**src/rtl/sparse_run_if.sv**
```systemverilog
// Sparse run controller bus: configuration, DMA/scheduler status, result
// stream and output BRAM write port grouped in one bundle.
// The master side drives configuration and pipeline status.
// The slave side is sparse_run_ctrl.
interface sparse_run_if #(
  parameter int OUT_ADDR_W = 10,
  parameter int DATA_W     = 32
);
  logic                  cfg_start;
  logic                  cfg_abort;
  logic [31:0]           cfg_total_blocks;
  logic [15:0]           cfg_meta_words;
  logic                  dma_word_valid;
  logic                  sched_start;
  logic                  sched_done;
  logic                  sched_busy;
  logic                  res_valid;
  logic [DATA_W-1:0]     res_data;
  logic                  res_ready;
  logic                  out_wr_en;
  logic [OUT_ADDR_W-1:0] out_wr_addr;
  logic [DATA_W-1:0]     out_wr_data;
  logic                  busy;
  logic                  done_pulse;
  logic                  error;
  logic [1:0]            err_code;
  logic [31:0]           blocks_done;
  logic [31:0]           perf_cycles;

  modport master (
    output cfg_start, cfg_abort, cfg_total_blocks, cfg_meta_words,
           dma_word_valid, sched_done, sched_busy, res_valid, res_data,
    input  sched_start, res_ready, out_wr_en, out_wr_addr, out_wr_data,
           busy, done_pulse, error, err_code, blocks_done, perf_cycles
  );

  modport slave (
    input  cfg_start, cfg_abort, cfg_total_blocks, cfg_meta_words,
           dma_word_valid, sched_done, sched_busy, res_valid, res_data,
    output sched_start, res_ready, out_wr_en, out_wr_addr, out_wr_data,
           busy, done_pulse, error, err_code, blocks_done, perf_cycles
  );
endinterface

```
**src/rtl/sparse_run_ctrl.sv**
```systemverilog
// Run-level sequencer for the sparse pipeline.
// It counts metadata words, then starts the scheduler once. It accepts
// results and writes them to the output BRAM at incrementing addresses.
// It flags overflow, underrun and stall timeouts, and pulses done once
// per run.
// Optional feature macro: SPARSE_RUN_PERF_EN enables the perf_cycles
// run-cycle counter. Without the macro, perf_cycles is tied to zero.
//
// state | meaning
// ------+--------------------------------------------------------------
// IDLE  | waiting for cfg_start
// LOAD  | counting metadata words accepted by meta_decode
// RUN   | scheduler started; accepting results into the output BRAM
// DRAIN | all results in; waiting for sched_busy to fall
// DONE  | single cycle carrying done_pulse
// ERR   | sticky error; left by cfg_abort or cfg_start
module sparse_run_ctrl #(
  parameter int OUT_ADDR_W     = 10,
  parameter int DATA_W         = 32,
  parameter int TIMEOUT_CYCLES = 1_000_000
) (
  input logic        clk,
  input logic        rst_n,
  sparse_run_if.slave bus
);

  localparam int          WD_W  = $clog2(TIMEOUT_CYCLES + 1);
  localparam logic [32:0] DEPTH = 33'd1 << OUT_ADDR_W;

  typedef enum logic [2:0] {
    S_IDLE, S_LOAD, S_RUN, S_DRAIN, S_DONE, S_ERR
  } state_t;

  state_t                state;
  logic [31:0]           total_q;
  logic [15:0]           meta_q;
  logic [15:0]           meta_cnt;
  logic [WD_W-1:0]       wdog;
  logic [31:0]           blocks_q;
  logic [OUT_ADDR_W-1:0] wr_addr_q;
  logic [DATA_W-1:0]     wr_data_q;
  logic                  wr_en_q;
  logic                  sched_start_q;
  logic                  done_q;
  logic                  busy_q;
  logic                  error_q;
  logic [1:0]            err_code_q;

  logic        hs;
  logic        last_hs;
  logic        wd_expire;
  logic        oversize;
  logic [15:0] meta_next;

  assign hs        = bus.res_valid && (state == S_RUN);
  assign last_hs   = hs && ((blocks_q + 32'd1) == total_q);
  assign wd_expire = (wdog == WD_W'(TIMEOUT_CYCLES - 1));
  assign oversize  = {1'b0, bus.cfg_total_blocks} > DEPTH;
  assign meta_next = meta_cnt + {15'd0, bus.dma_word_valid};

  assign bus.res_ready   = (state == S_RUN);
  assign bus.sched_start = sched_start_q;
  assign bus.out_wr_en   = wr_en_q;
  assign bus.out_wr_addr = wr_addr_q;
  assign bus.out_wr_data = wr_data_q;
  assign bus.busy        = busy_q;
  assign bus.done_pulse  = done_q;
  assign bus.error       = error_q;
  assign bus.err_code    = err_code_q;
  assign bus.blocks_done = blocks_q;

  // Run sequencing FSM with registered pulses, write port and status flags.
  // Writes for results accepted before an abort still go out.
  always_ff @(posedge clk or negedge rst_n) begin
    if (!rst_n) begin
      state         <= S_IDLE;
      total_q       <= '0;
      meta_q        <= '0;
      meta_cnt      <= '0;
      wdog          <= '0;
      blocks_q      <= '0;
      wr_addr_q     <= '0;
      wr_data_q     <= '0;
      wr_en_q       <= 1'b0;
      sched_start_q <= 1'b0;
      done_q        <= 1'b0;
      busy_q        <= 1'b0;
      error_q       <= 1'b0;
      err_code_q    <= 2'd0;
    end else begin
      sched_start_q <= 1'b0;
      done_q        <= 1'b0;
      wr_en_q       <= hs;
      if (hs) begin
        blocks_q  <= blocks_q + 32'd1;
        wr_addr_q <= blocks_q[OUT_ADDR_W-1:0];
        wr_data_q <= bus.res_data;
      end
      if (bus.cfg_abort) begin
        state      <= S_IDLE;
        busy_q     <= 1'b0;
        error_q    <= 1'b0;
        err_code_q <= 2'd0;
      end else begin
        case (state)
          S_IDLE, S_ERR: begin
            if (bus.cfg_start) begin
              error_q    <= 1'b0;
              err_code_q <= 2'd0;
              blocks_q   <= '0;
              wr_addr_q  <= '0;
              meta_cnt   <= '0;
              wdog       <= '0;
              total_q    <= bus.cfg_total_blocks;
              meta_q     <= bus.cfg_meta_words;
              if (oversize) begin
                state      <= S_ERR;
                busy_q     <= 1'b0;
                error_q    <= 1'b1;
                err_code_q <= 2'd1;
              end else if (bus.cfg_total_blocks == 32'd0) begin
                state  <= S_DONE;
                busy_q <= 1'b1;
                done_q <= 1'b1;
              end else begin
                state  <= S_LOAD;
                busy_q <= 1'b1;
              end
            end
          end
          S_LOAD: begin
            meta_cnt <= meta_next;
            if ((meta_q == 16'd0) || (meta_next == meta_q)) begin
              state         <= S_RUN;
              sched_start_q <= 1'b1;
              wdog          <= '0;
            end else if (bus.dma_word_valid) begin
              wdog <= '0;
            end else if (wd_expire) begin
              state      <= S_ERR;
              busy_q     <= 1'b0;
              error_q    <= 1'b1;
              err_code_q <= 2'd3;
            end else begin
              wdog <= wdog + 1'b1;
            end
          end
          S_RUN: begin
            if (bus.sched_done && !last_hs) begin
              state      <= S_ERR;
              busy_q     <= 1'b0;
              error_q    <= 1'b1;
              err_code_q <= 2'd2;
            end else if (last_hs) begin
              state <= S_DRAIN;
              wdog  <= '0;
            end else if (hs) begin
              wdog <= '0;
            end else if (wd_expire) begin
              state      <= S_ERR;
              busy_q     <= 1'b0;
              error_q    <= 1'b1;
              err_code_q <= 2'd3;
            end else begin
              wdog <= wdog + 1'b1;
            end
          end
          S_DRAIN: begin
            if (!bus.sched_busy) begin
              state  <= S_DONE;
              done_q <= 1'b1;
            end else if (wd_expire) begin
              state      <= S_ERR;
              busy_q     <= 1'b0;
              error_q    <= 1'b1;
              err_code_q <= 2'd3;
            end else begin
              wdog <= wdog + 1'b1;
            end
          end
          S_DONE: begin
            state  <= S_IDLE;
            busy_q <= 1'b0;
          end
          default: begin
            state  <= S_IDLE;
            busy_q <= 1'b0;
          end
        endcase
      end
    end
  end

`ifdef SPARSE_RUN_PERF_EN
  logic [31:0] perf_q;

  // Saturating count of LOAD/RUN/DRAIN cycles, cleared when a start is accepted.
  always_ff @(posedge clk or negedge rst_n) begin
    if (!rst_n) begin
      perf_q <= '0;
    end else if (!bus.cfg_abort && bus.cfg_start &&
                 ((state == S_IDLE) || (state == S_ERR))) begin
      perf_q <= '0;
    end else if (((state == S_LOAD) || (state == S_RUN) || (state == S_DRAIN)) &&
                 (perf_q != 32'hFFFF_FFFF)) begin
      perf_q <= perf_q + 32'd1;
    end
  end

  assign bus.perf_cycles = perf_q;
`else
  assign bus.perf_cycles = 32'd0;
`endif

endmodule

```
**src/flat_wrapper.sv**
```systemverilog
// flat-port wrapper written by rule: the top's interface ports become plain ports
module sparse_run_ctrl_flat 
#(
  parameter int OUT_ADDR_W     = 10,
  parameter int DATA_W         = 32,
  parameter int TIMEOUT_CYCLES = 1_000_000
)
  (clk, rst_n, bus_cfg_start, bus_cfg_abort, bus_cfg_total_blocks, bus_cfg_meta_words, bus_dma_word_valid, bus_sched_done, bus_sched_busy, bus_res_valid, bus_res_data, bus_sched_start, bus_res_ready, bus_out_wr_en, bus_out_wr_addr, bus_out_wr_data, bus_busy, bus_done_pulse, bus_error, bus_err_code, bus_blocks_done, bus_perf_cycles);
  sparse_run_if #(.OUT_ADDR_W(OUT_ADDR_W), .DATA_W(DATA_W)) bus_i ();
  input logic clk;
  input logic rst_n;
  input wire logic [$bits(bus_i.cfg_start)-1:0] bus_cfg_start;
  input wire logic [$bits(bus_i.cfg_abort)-1:0] bus_cfg_abort;
  input wire logic [$bits(bus_i.cfg_total_blocks)-1:0] bus_cfg_total_blocks;
  input wire logic [$bits(bus_i.cfg_meta_words)-1:0] bus_cfg_meta_words;
  input wire logic [$bits(bus_i.dma_word_valid)-1:0] bus_dma_word_valid;
  input wire logic [$bits(bus_i.sched_done)-1:0] bus_sched_done;
  input wire logic [$bits(bus_i.sched_busy)-1:0] bus_sched_busy;
  input wire logic [$bits(bus_i.res_valid)-1:0] bus_res_valid;
  input wire logic [$bits(bus_i.res_data)-1:0] bus_res_data;
  output wire logic [$bits(bus_i.sched_start)-1:0] bus_sched_start;
  output wire logic [$bits(bus_i.res_ready)-1:0] bus_res_ready;
  output wire logic [$bits(bus_i.out_wr_en)-1:0] bus_out_wr_en;
  output wire logic [$bits(bus_i.out_wr_addr)-1:0] bus_out_wr_addr;
  output wire logic [$bits(bus_i.out_wr_data)-1:0] bus_out_wr_data;
  output wire logic [$bits(bus_i.busy)-1:0] bus_busy;
  output wire logic [$bits(bus_i.done_pulse)-1:0] bus_done_pulse;
  output wire logic [$bits(bus_i.error)-1:0] bus_error;
  output wire logic [$bits(bus_i.err_code)-1:0] bus_err_code;
  output wire logic [$bits(bus_i.blocks_done)-1:0] bus_blocks_done;
  output wire logic [$bits(bus_i.perf_cycles)-1:0] bus_perf_cycles;
  assign bus_i.cfg_start = bus_cfg_start;
  assign bus_i.cfg_abort = bus_cfg_abort;
  assign bus_i.cfg_total_blocks = bus_cfg_total_blocks;
  assign bus_i.cfg_meta_words = bus_cfg_meta_words;
  assign bus_i.dma_word_valid = bus_dma_word_valid;
  assign bus_i.sched_done = bus_sched_done;
  assign bus_i.sched_busy = bus_sched_busy;
  assign bus_i.res_valid = bus_res_valid;
  assign bus_i.res_data = bus_res_data;
  assign bus_sched_start = bus_i.sched_start;
  assign bus_res_ready = bus_i.res_ready;
  assign bus_out_wr_en = bus_i.out_wr_en;
  assign bus_out_wr_addr = bus_i.out_wr_addr;
  assign bus_out_wr_data = bus_i.out_wr_data;
  assign bus_busy = bus_i.busy;
  assign bus_done_pulse = bus_i.done_pulse;
  assign bus_error = bus_i.error;
  assign bus_err_code = bus_i.err_code;
  assign bus_blocks_done = bus_i.blocks_done;
  assign bus_perf_cycles = bus_i.perf_cycles;
  sparse_run_ctrl #(.OUT_ADDR_W(OUT_ADDR_W), .DATA_W(DATA_W), .TIMEOUT_CYCLES(TIMEOUT_CYCLES)) u_core (.clk(clk), .rst_n(rst_n), .bus(bus_i));
endmodule
```
**config.mk**
```make
export PLATFORM = sky130hd
export DESIGN_NAME = sparse_run_ctrl_flat
export DESIGN_NICKNAME = d
export VERILOG_FILES = /design/src/rtl/sparse_run_if.sv /design/src/rtl/sparse_run_ctrl.sv /design/src/flat_wrapper.sv
export SDC_FILE = /design/constraint.sdc
export NUM_CORES = 1
export LEC_CHECK = 0
export ABC_CLOCK_PERIOD_IN_PS = 4710
export BUFFER_PORTS_ARGS = -buffer_cell sky130_fd_sc_hd__buf_2
export CORE_MARGIN = 2
export CORE_UTILIZATION = 49
export DETAILED_ROUTE_END_ITERATION = 8
export PLACE_DENSITY = 0.8
export SLEW_MARGIN = 10
export SYNTH_ARGS = -nofsm -noshare
export SYNTH_HDL_FRONTEND = slang
export SYNTH_SLANG_ARGS = --single-unit
```
**constraint.sdc**
```tcl
create_clock -name clk -period 4.71 [get_ports clk]
set_input_delay 0.942 -clock clk [delete_from_list [all_inputs] [get_ports clk]]
set_output_delay 0.942 -clock clk [all_outputs]
set_load 0.005 [all_outputs]
```
Word level (Yosys, flattened, before mapping)
Cells that the tools add are included.
{"block": "word_totals", "register_bits": 168, "latch_bits": 0, "mem_bits_rw": 0, "romBits": 0, "in_bits": 88, "out_inout_bits": 114, "wordCells": 128, "memories": 0}
{"block": "op_classes", "add_sub_neg": 3, "multipliers": 0, "div": 0, "order_cmp": 1, "eq_ne": 18, "shift": 0, "mux": 73, "n_bitwise": 1, "reduce_logical": 18}
{"op": "$mux 20", "n": 8}
{"op": "$mux 32", "n": 4}
{"op": "$pmux 20 s4", "n": 1}
{"op": "$mux 10", "n": 4}
{"op": "$mux 3", "n": 11}
{"op": "$add 32x1->32 const B", "n": 1}
{"op": "$eq 32x32->1", "n": 1}
{"op": "$gt 32x11->1 const B", "n": 1}
{"op": "$logic_not 32->1", "n": 1}
{"op": "$pmux 16 s2", "n": 1}
{"op": "$mux 1", "n": 29}
{"op": "$add 20x1->20 const B", "n": 1}
{"op": "$eq 20x20->1 const B", "n": 1}
{"op": "$mux 2", "n": 9}
{"op": "$add 16x1->16", "n": 1}
{"op": "$eq 16x16->1", "n": 1}
{"op": "$logic_not 16->1", "n": 1}
{"op": "$mux 16", "n": 1}
{"op": "$ne 3x3->1 const B", "n": 4}
{"op": "$pmux 3 s4", "n": 1}
{"op": "$reduce_and 3->1", "n": 3}
{"op": "$ne 4x4->1 const B", "n": 2}
{"op": "$pmux 1 s4", "n": 2}
{"op": "$pmux 2 s4", "n": 1}
{"op": "other kinds (19)", "n": 24}

Longest topological paths before layout
{"block": "depth", "ltp_word": 8, "depth_mapped": 16, "ltp_nobuf": 12}

Worst setup path before layout
OpenSTA, ideal clock, no wires.
{"block": "synth_timing", "path_kind": "input to register", "from": "input bus_dma_word_valid", "to": "register u_core.wdog[6]", "setup_ns": 0.150, "t_arrival_ns": 3.992, "required_time_ns": 4.560, "setup_slack_ns": 0.567, "cell_stages": 16, "path_buffers": 4, "cell_sequence": "ha_1 -> ha_1 -> and4_1 -> clkbuf_1 -> and3_1 -> clkbuf_1 -> nand3_1 -> xnor2_1 -> a2111oi_0 -> a31oi_1 -> a31oi_1 -> clkbuf_1 -> buf_2 -> nor2_1 -> o21ai_0 -> o41ai_1"}
{"block": "synth_via", "elab_chain_cells": 5, "elab_cells_between_ends": 6, "cone_classes": "add/sub (1); eq/ne (1); mux (3); reduce/logical (1)"}
{"item": "from (decl)", "line_no": "flat_wrapper.sv:16", "rtl": "input wire logic [$bits(bus_i.dma_word_valid)-1:0] bus_dma_word_valid;"}
{"item": "$add 16x1->16", "line_no": "sparse_run_ctrl.sv:59", "rtl": "assign meta_next = meta_cnt + {15'd0, bus.dma_word_valid};"}
{"item": "$eq 16x16->1", "line_no": "sparse_run_ctrl.sv:133", "rtl": "if ((meta_q == 16'd0) || (meta_next == meta_q)) begin"}
{"item": "$logic_or 1x1->1", "line_no": "sparse_run_ctrl.sv:133"}
{"item": "$mux 20 (*)", "line_no": "sparse_run_ctrl.sv:133"}
{"item": "$pmux 20 s4 (*)", "line_no": "sparse_run_ctrl.sv:105", "rtl": "case (state)"}
{"item": "to (signal assigned)", "line_no": "sparse_run_ctrl.sv:145", "rtl": "wdog <= wdog + 1'b1;"}
{"item": "to (signal assigned)", "line_no": "sparse_run_ctrl.sv:165", "rtl": "wdog <= wdog + 1'b1;"}
{"item": "to (signal assigned)", "line_no": "sparse_run_ctrl.sv:178", "rtl": "wdog <= wdog + 1'b1;"}
{"item": "to (decl)", "line_no": "sparse_run_ctrl.sv:38", "rtl": "logic [WD_W-1:0] wdog;"}
Mark *: on every way between the ends. The rest lies on a longest branch, timed or not.
A chain may end at the register's enable or synchronous reset.

Worst setup path in the final report
{"block": "layout_timing", "from": "register u_core.blocks_q[0], in the netlist u_core.bus.blocks_done[0]", "to": "register u_core.wdog[11]"}
{"block": "layout_via", "elab_chain_cells": 7, "elab_cells_between_ends": 10, "cone_classes": "add/sub (1); eq/ne (2); mux (3); reduce/logical (4)"}
{"item": "from (decl)", "line_no": "sparse_run_ctrl.sv:39", "rtl": "logic [31:0] blocks_q;"}
{"item": "from (signal assigned)", "line_no": "sparse_run_ctrl.sv:95", "rtl": "blocks_q <= blocks_q + 32'd1;"}
{"item": "$add 32x1->32 (*)", "line_no": "sparse_run_ctrl.sv:56", "rtl": "assign last_hs = hs && ((blocks_q + 32'd1) == total_q);"}
{"item": "$eq 32x32->1 (*)", "line_no": "sparse_run_ctrl.sv:56"}
{"item": "$logic_and 1x1->1 (*)", "line_no": "sparse_run_ctrl.sv:56"}
{"item": "$logic_not 1->1", "line_no": "sparse_run_ctrl.sv:149", "rtl": "if (bus.sched_done && !last_hs) begin"}
{"item": "$logic_and 1x1->1", "line_no": "sparse_run_ctrl.sv:149"}
{"item": "$ne 2x2->1 (no line)"}
{"item": "$reduce_and 5->1 (no line)"}
Mark *: on every way between the ends. The rest lies on a longest branch, timed or not. The select of a mux whose other input is x is not followed.

==> summary.md <==
| Metric | Value |
|---|---|
| Status | finished clean |
| Worst endpoint required time | 5020 ps |
| Vias in the first global route | 7943 |
| Register Area | 4200 sq um |
| Rows | 51 |
| Top_reg_cell synth | dfrtp_1 |
| Switching Share | 33.9% |
| Gr ovfl total | 0 |
| Vias | 8566 |
| Area of the multi-input gates | 5040 sq um |
| Fin cells | 1494 |
| Worst R2R Path Depth | 10 |
| Worst Hold Class | flip-flop to flip-flop |
| Final-layout fill cell count | 1697 |
| Clock root cell | clkbuf_16 |
| Overall Global Routing Usage | 24.9% |
| Starting DRT DRC Count | 801 |
| Worst Setup Start Kind | flip-flop |
| Internal power | 3.03 mW |
| Antenna violations before repair | 0 |
| VDD IR-drop max | 0.259 mV |
| Placed instance count | 1462 |
| NetSw | 1.55 mW |
| Hold_buf cts | 0 |
| CP endpoint kind | flip-flop |
| Lkg Pwr | 5.18 nW |
| Ys async rst share | 100% |
| Crit path DAT | 4690 ps |
| Ant diodes | 0 |
| Gate power share | 25.9% |
| Clock skew | 11.2 ps |
| Synth top area share | 43.3% |
| Crit-path cells | ha_1 -> nand3_1 -> nor4_2 -> a31o_2 -> nand4_1 -> or4_4 -> nor4_4 -> a211oi_2 -> or3_1 -> o41ai_1 |
| Final Setup Violations | 0 |
| First-pass GRT wire length | 41.2 mm |
| H-tree depth | 4 |
| Routability congestion estimate | 0.937 |
| Final Cycle Share | 92.9% |
| Worst-margin pin slew | 799 ps |
| Ys Warns | 0 |
| WL/cell | 17.0 um |
| CTS Sinks | 168 |
| Flops & latches, synth | 168 |
| Via-to-Cell Ratio | 5.73 |
| CP max FO | 14 |
| IO buf count | 169 |
| Initial Util | 49.9% |
| Worst skew pair latency | 440 ps |
| CTS resizes | 0 |
| FMAX | 0.229 GHz |
| Die X | 145 um |
| Gate Count Post-Synth | 1075 |
| Die height | 145 um |
| Worst Hold Depth | 2 |
| Crit path time final | 4370 ps |
| CTS buffer count | 17 |
| Final wirelength | 25.5 mm |
| DRC | 0 |
| IO Count | 202 |
| Setup bufs post-CTS | 0 |
| CP bufs+invs | 0 |
| Nets | 1308 |
| Cell area power density | 407 nW/um^2 |
| Post-synth EDFFs | 0 |
| Clock Pin Slew Worst Setup and Hold Paths | 70 ps |
| RSZ-0062 raised after global routing | false |
| Post-DP HPWL | 18.4 mm |
| Tot Pwr | 4.58 mW |
| Synthesized area | 9710 sq um |
| MaxCap Viol Count | 0 |
| Final Util | 57.8% |
| Post-DP Area | 10600 sq um |
| Final Hold Fails | 0 |
| Sequential share of power | 42.8% |
| Top area cells in the synthesized netlist | dfrtp_1 43%, nand2_1 7.0%, mux2_2 5.8% |
| CP Depth | 10 |
| Top cell family by delay on the critical path | simple AND/OR/NAND/NOR gates |
| CTS tree | done |
| Setup WS pre-CTS | 122 ps |
| Max stage delay on crit path | 640 ps |
| Fin. max-slew vios | 0 |
| Syn avg cell area | 9.03 sq um |
| Core box area | 19500 sq um |
| Area Growth Syn to Fin | 15.9% |
| Post-route cell area | 11200 sq um |
| Crit path kind | flip-flop to flip-flop |
| Sequential area share after synthesis | 43.3% |
| Share of layout cells above drive strength 1 | 23.8% |
| Pre-antenna DRT Iters | 5 |
| Clock power frac | 31.3% |
| Routed Antenna Nets | 0 |
| Hold Slack | 474 ps |
| Synth cell types | 80 |
| Full die area | 20900 sq um |
| Fin worst setup slack | 337 ps |
| Worst path slowest cell | or3_1 |
| Synth area leader | dfrtp_1 |
| Max clock buf depth | 2 |
| TNS Setup | 0 ps |
| Slew headroom | 46.7% |
| Pin count of the biggest net entering global routing | 98 |
-- sequential cells by signal (all words and copies together), names as in the netlist --
register                count
u_core.bus.blocks_done     32
u_core.bus.busy             1
u_core.bus.done_pulse       1
u_core.bus.err_code         2
u_core.bus.error            1
u_core.bus.out_wr_addr     10
u_core.bus.out_wr_data     32
u_core.bus.out_wr_en        1
u_core.bus.sched_start      1
u_core.meta_cnt            16
u_core.meta_q              16
u_core.state                3
u_core.total_q             32
u_core.wdog                20
-- area by class of cell --
| type | instances | share of cell area (%) |
|---|---|---|
| clock buffers | 17 | 3.78 |
| clock inverters | 15 | 1.61 |
| inverters | 21 | 0.701 |
| multi-input cells | 823 | 44.8 |
| flip-flops and latches | 168 | 37.4 |
| well taps | 265 | 2.95 |
| repair buffers | 185 | 8.76 |
-- cell families after synthesis --
family          after synthesis  share of synthesized area, %
other cells                   1                        0.0386
fa+ha+maj                     4                         0.516
buf+inv                     115                          6.07
flops                       168                          43.3
compound gates              200                          13.3
xor+xnor                     80                          7.22
mux                          55                          6.33
simple gates                452                          23.2
-- cells in the mapped netlist (5+ instances only) --
cell        n
and3_1     11
o31ai_1    10
nand2_1   181
and4_1      9
clkbuf_1   40
inv_1      20
buf_2      10
buf_1       6
or4_1       5
nor3_1     23
nand4_1    21
xor2_1     33
nor4_1     18
dfrtp_1   168
a31oi_1    13
a21oi_1    47
o21ai_1     7
xnor2_1    47
o41ai_1     8
or3_1      21
nand2b_1   11
mux2_2     50
buf_4      34
nand3_1    38
o22a_1      6
o21ai_0    54
nor2_1     80
a211oi_1    5
-- metal layers --
metal,up-vias,global-route usage [%],part of all wire [%]
met5,-,0,0
met4,0,7.41,1.6
met3,36,5.46,8.3
met2,373,39.6,47
met1,4116,34.3,43
li1,4041,-,-
-- worst min-delay path: cells and delay by family, from the launching register on --
kind	cells	cell delay (ps)
simple gates	2	100
flops	1	340
-- path summary, 6_finish.rpt --
path | from | end | slack (ps)
worst max-delay path | u_core.bus.blocks_done[0]$_DFF_PN0_ | u_core.wdog[11]$_DFFE_PN0P_ | 340
worst min-delay path | u_core.bus.out_wr_data[15]$_DFFE_PN0P_ | u_core.bus.out_wr_data[15]$_DFFE_PN0P_ | 470
worst max register to register | u_core.bus.blocks_done[0]$_DFF_PN0_ | u_core.wdog[11]$_DFFE_PN0P_ | 340
worst min register to register | u_core.bus.out_wr_data[15]$_DFFE_PN0P_ | u_core.bus.out_wr_data[15]$_DFFE_PN0P_ | 470
max in group asynchronous | rst_n | u_core.meta_cnt[2]$_DFFE_PN0P_ | 3230
min in group asynchronous | rst_n | u_core.bus.blocks_done[19]$_DFF_PN0_ | 530
-- power groups by stage --
stage	logic, mW	clock network, mW	registers (mW)
after floorplan	0.924	0	1.87
after global placement	1.14	0	1.97
after detailed placement	1.17	0	1.98
after CTS	1.18	1.45	1.95
after global routing	1.31	1.52	1.99
final	1.18	1.43	1.96
-- placed cells by master, fill, tap and decap left out, types with 5 or more instances in the layout --
cell,count
a21oi_1,47
or3_1,21
nand4_1,21
o31ai_1,10
or4_1,5
nand2b_1,11
nor4_1,18
inv_8,6
nor2_1,80
inv_1,20
a31oi_1,13
o22a_1,6
buf_2,168
dfrtp_1,168
nand3_1,38
a211oi_1,5
buf_4,15
conb_1,32
clkbuf_16,17
nor3_1,21
nand2_1,180
xor2_1,33
mux2_2,50
o21ai_0,54
and4_1,9
and3_1,11
o41ai_1,8
xnor2_1,47
o21ai_1,7
No activity file was read; power rests on OpenSTA's default activity.
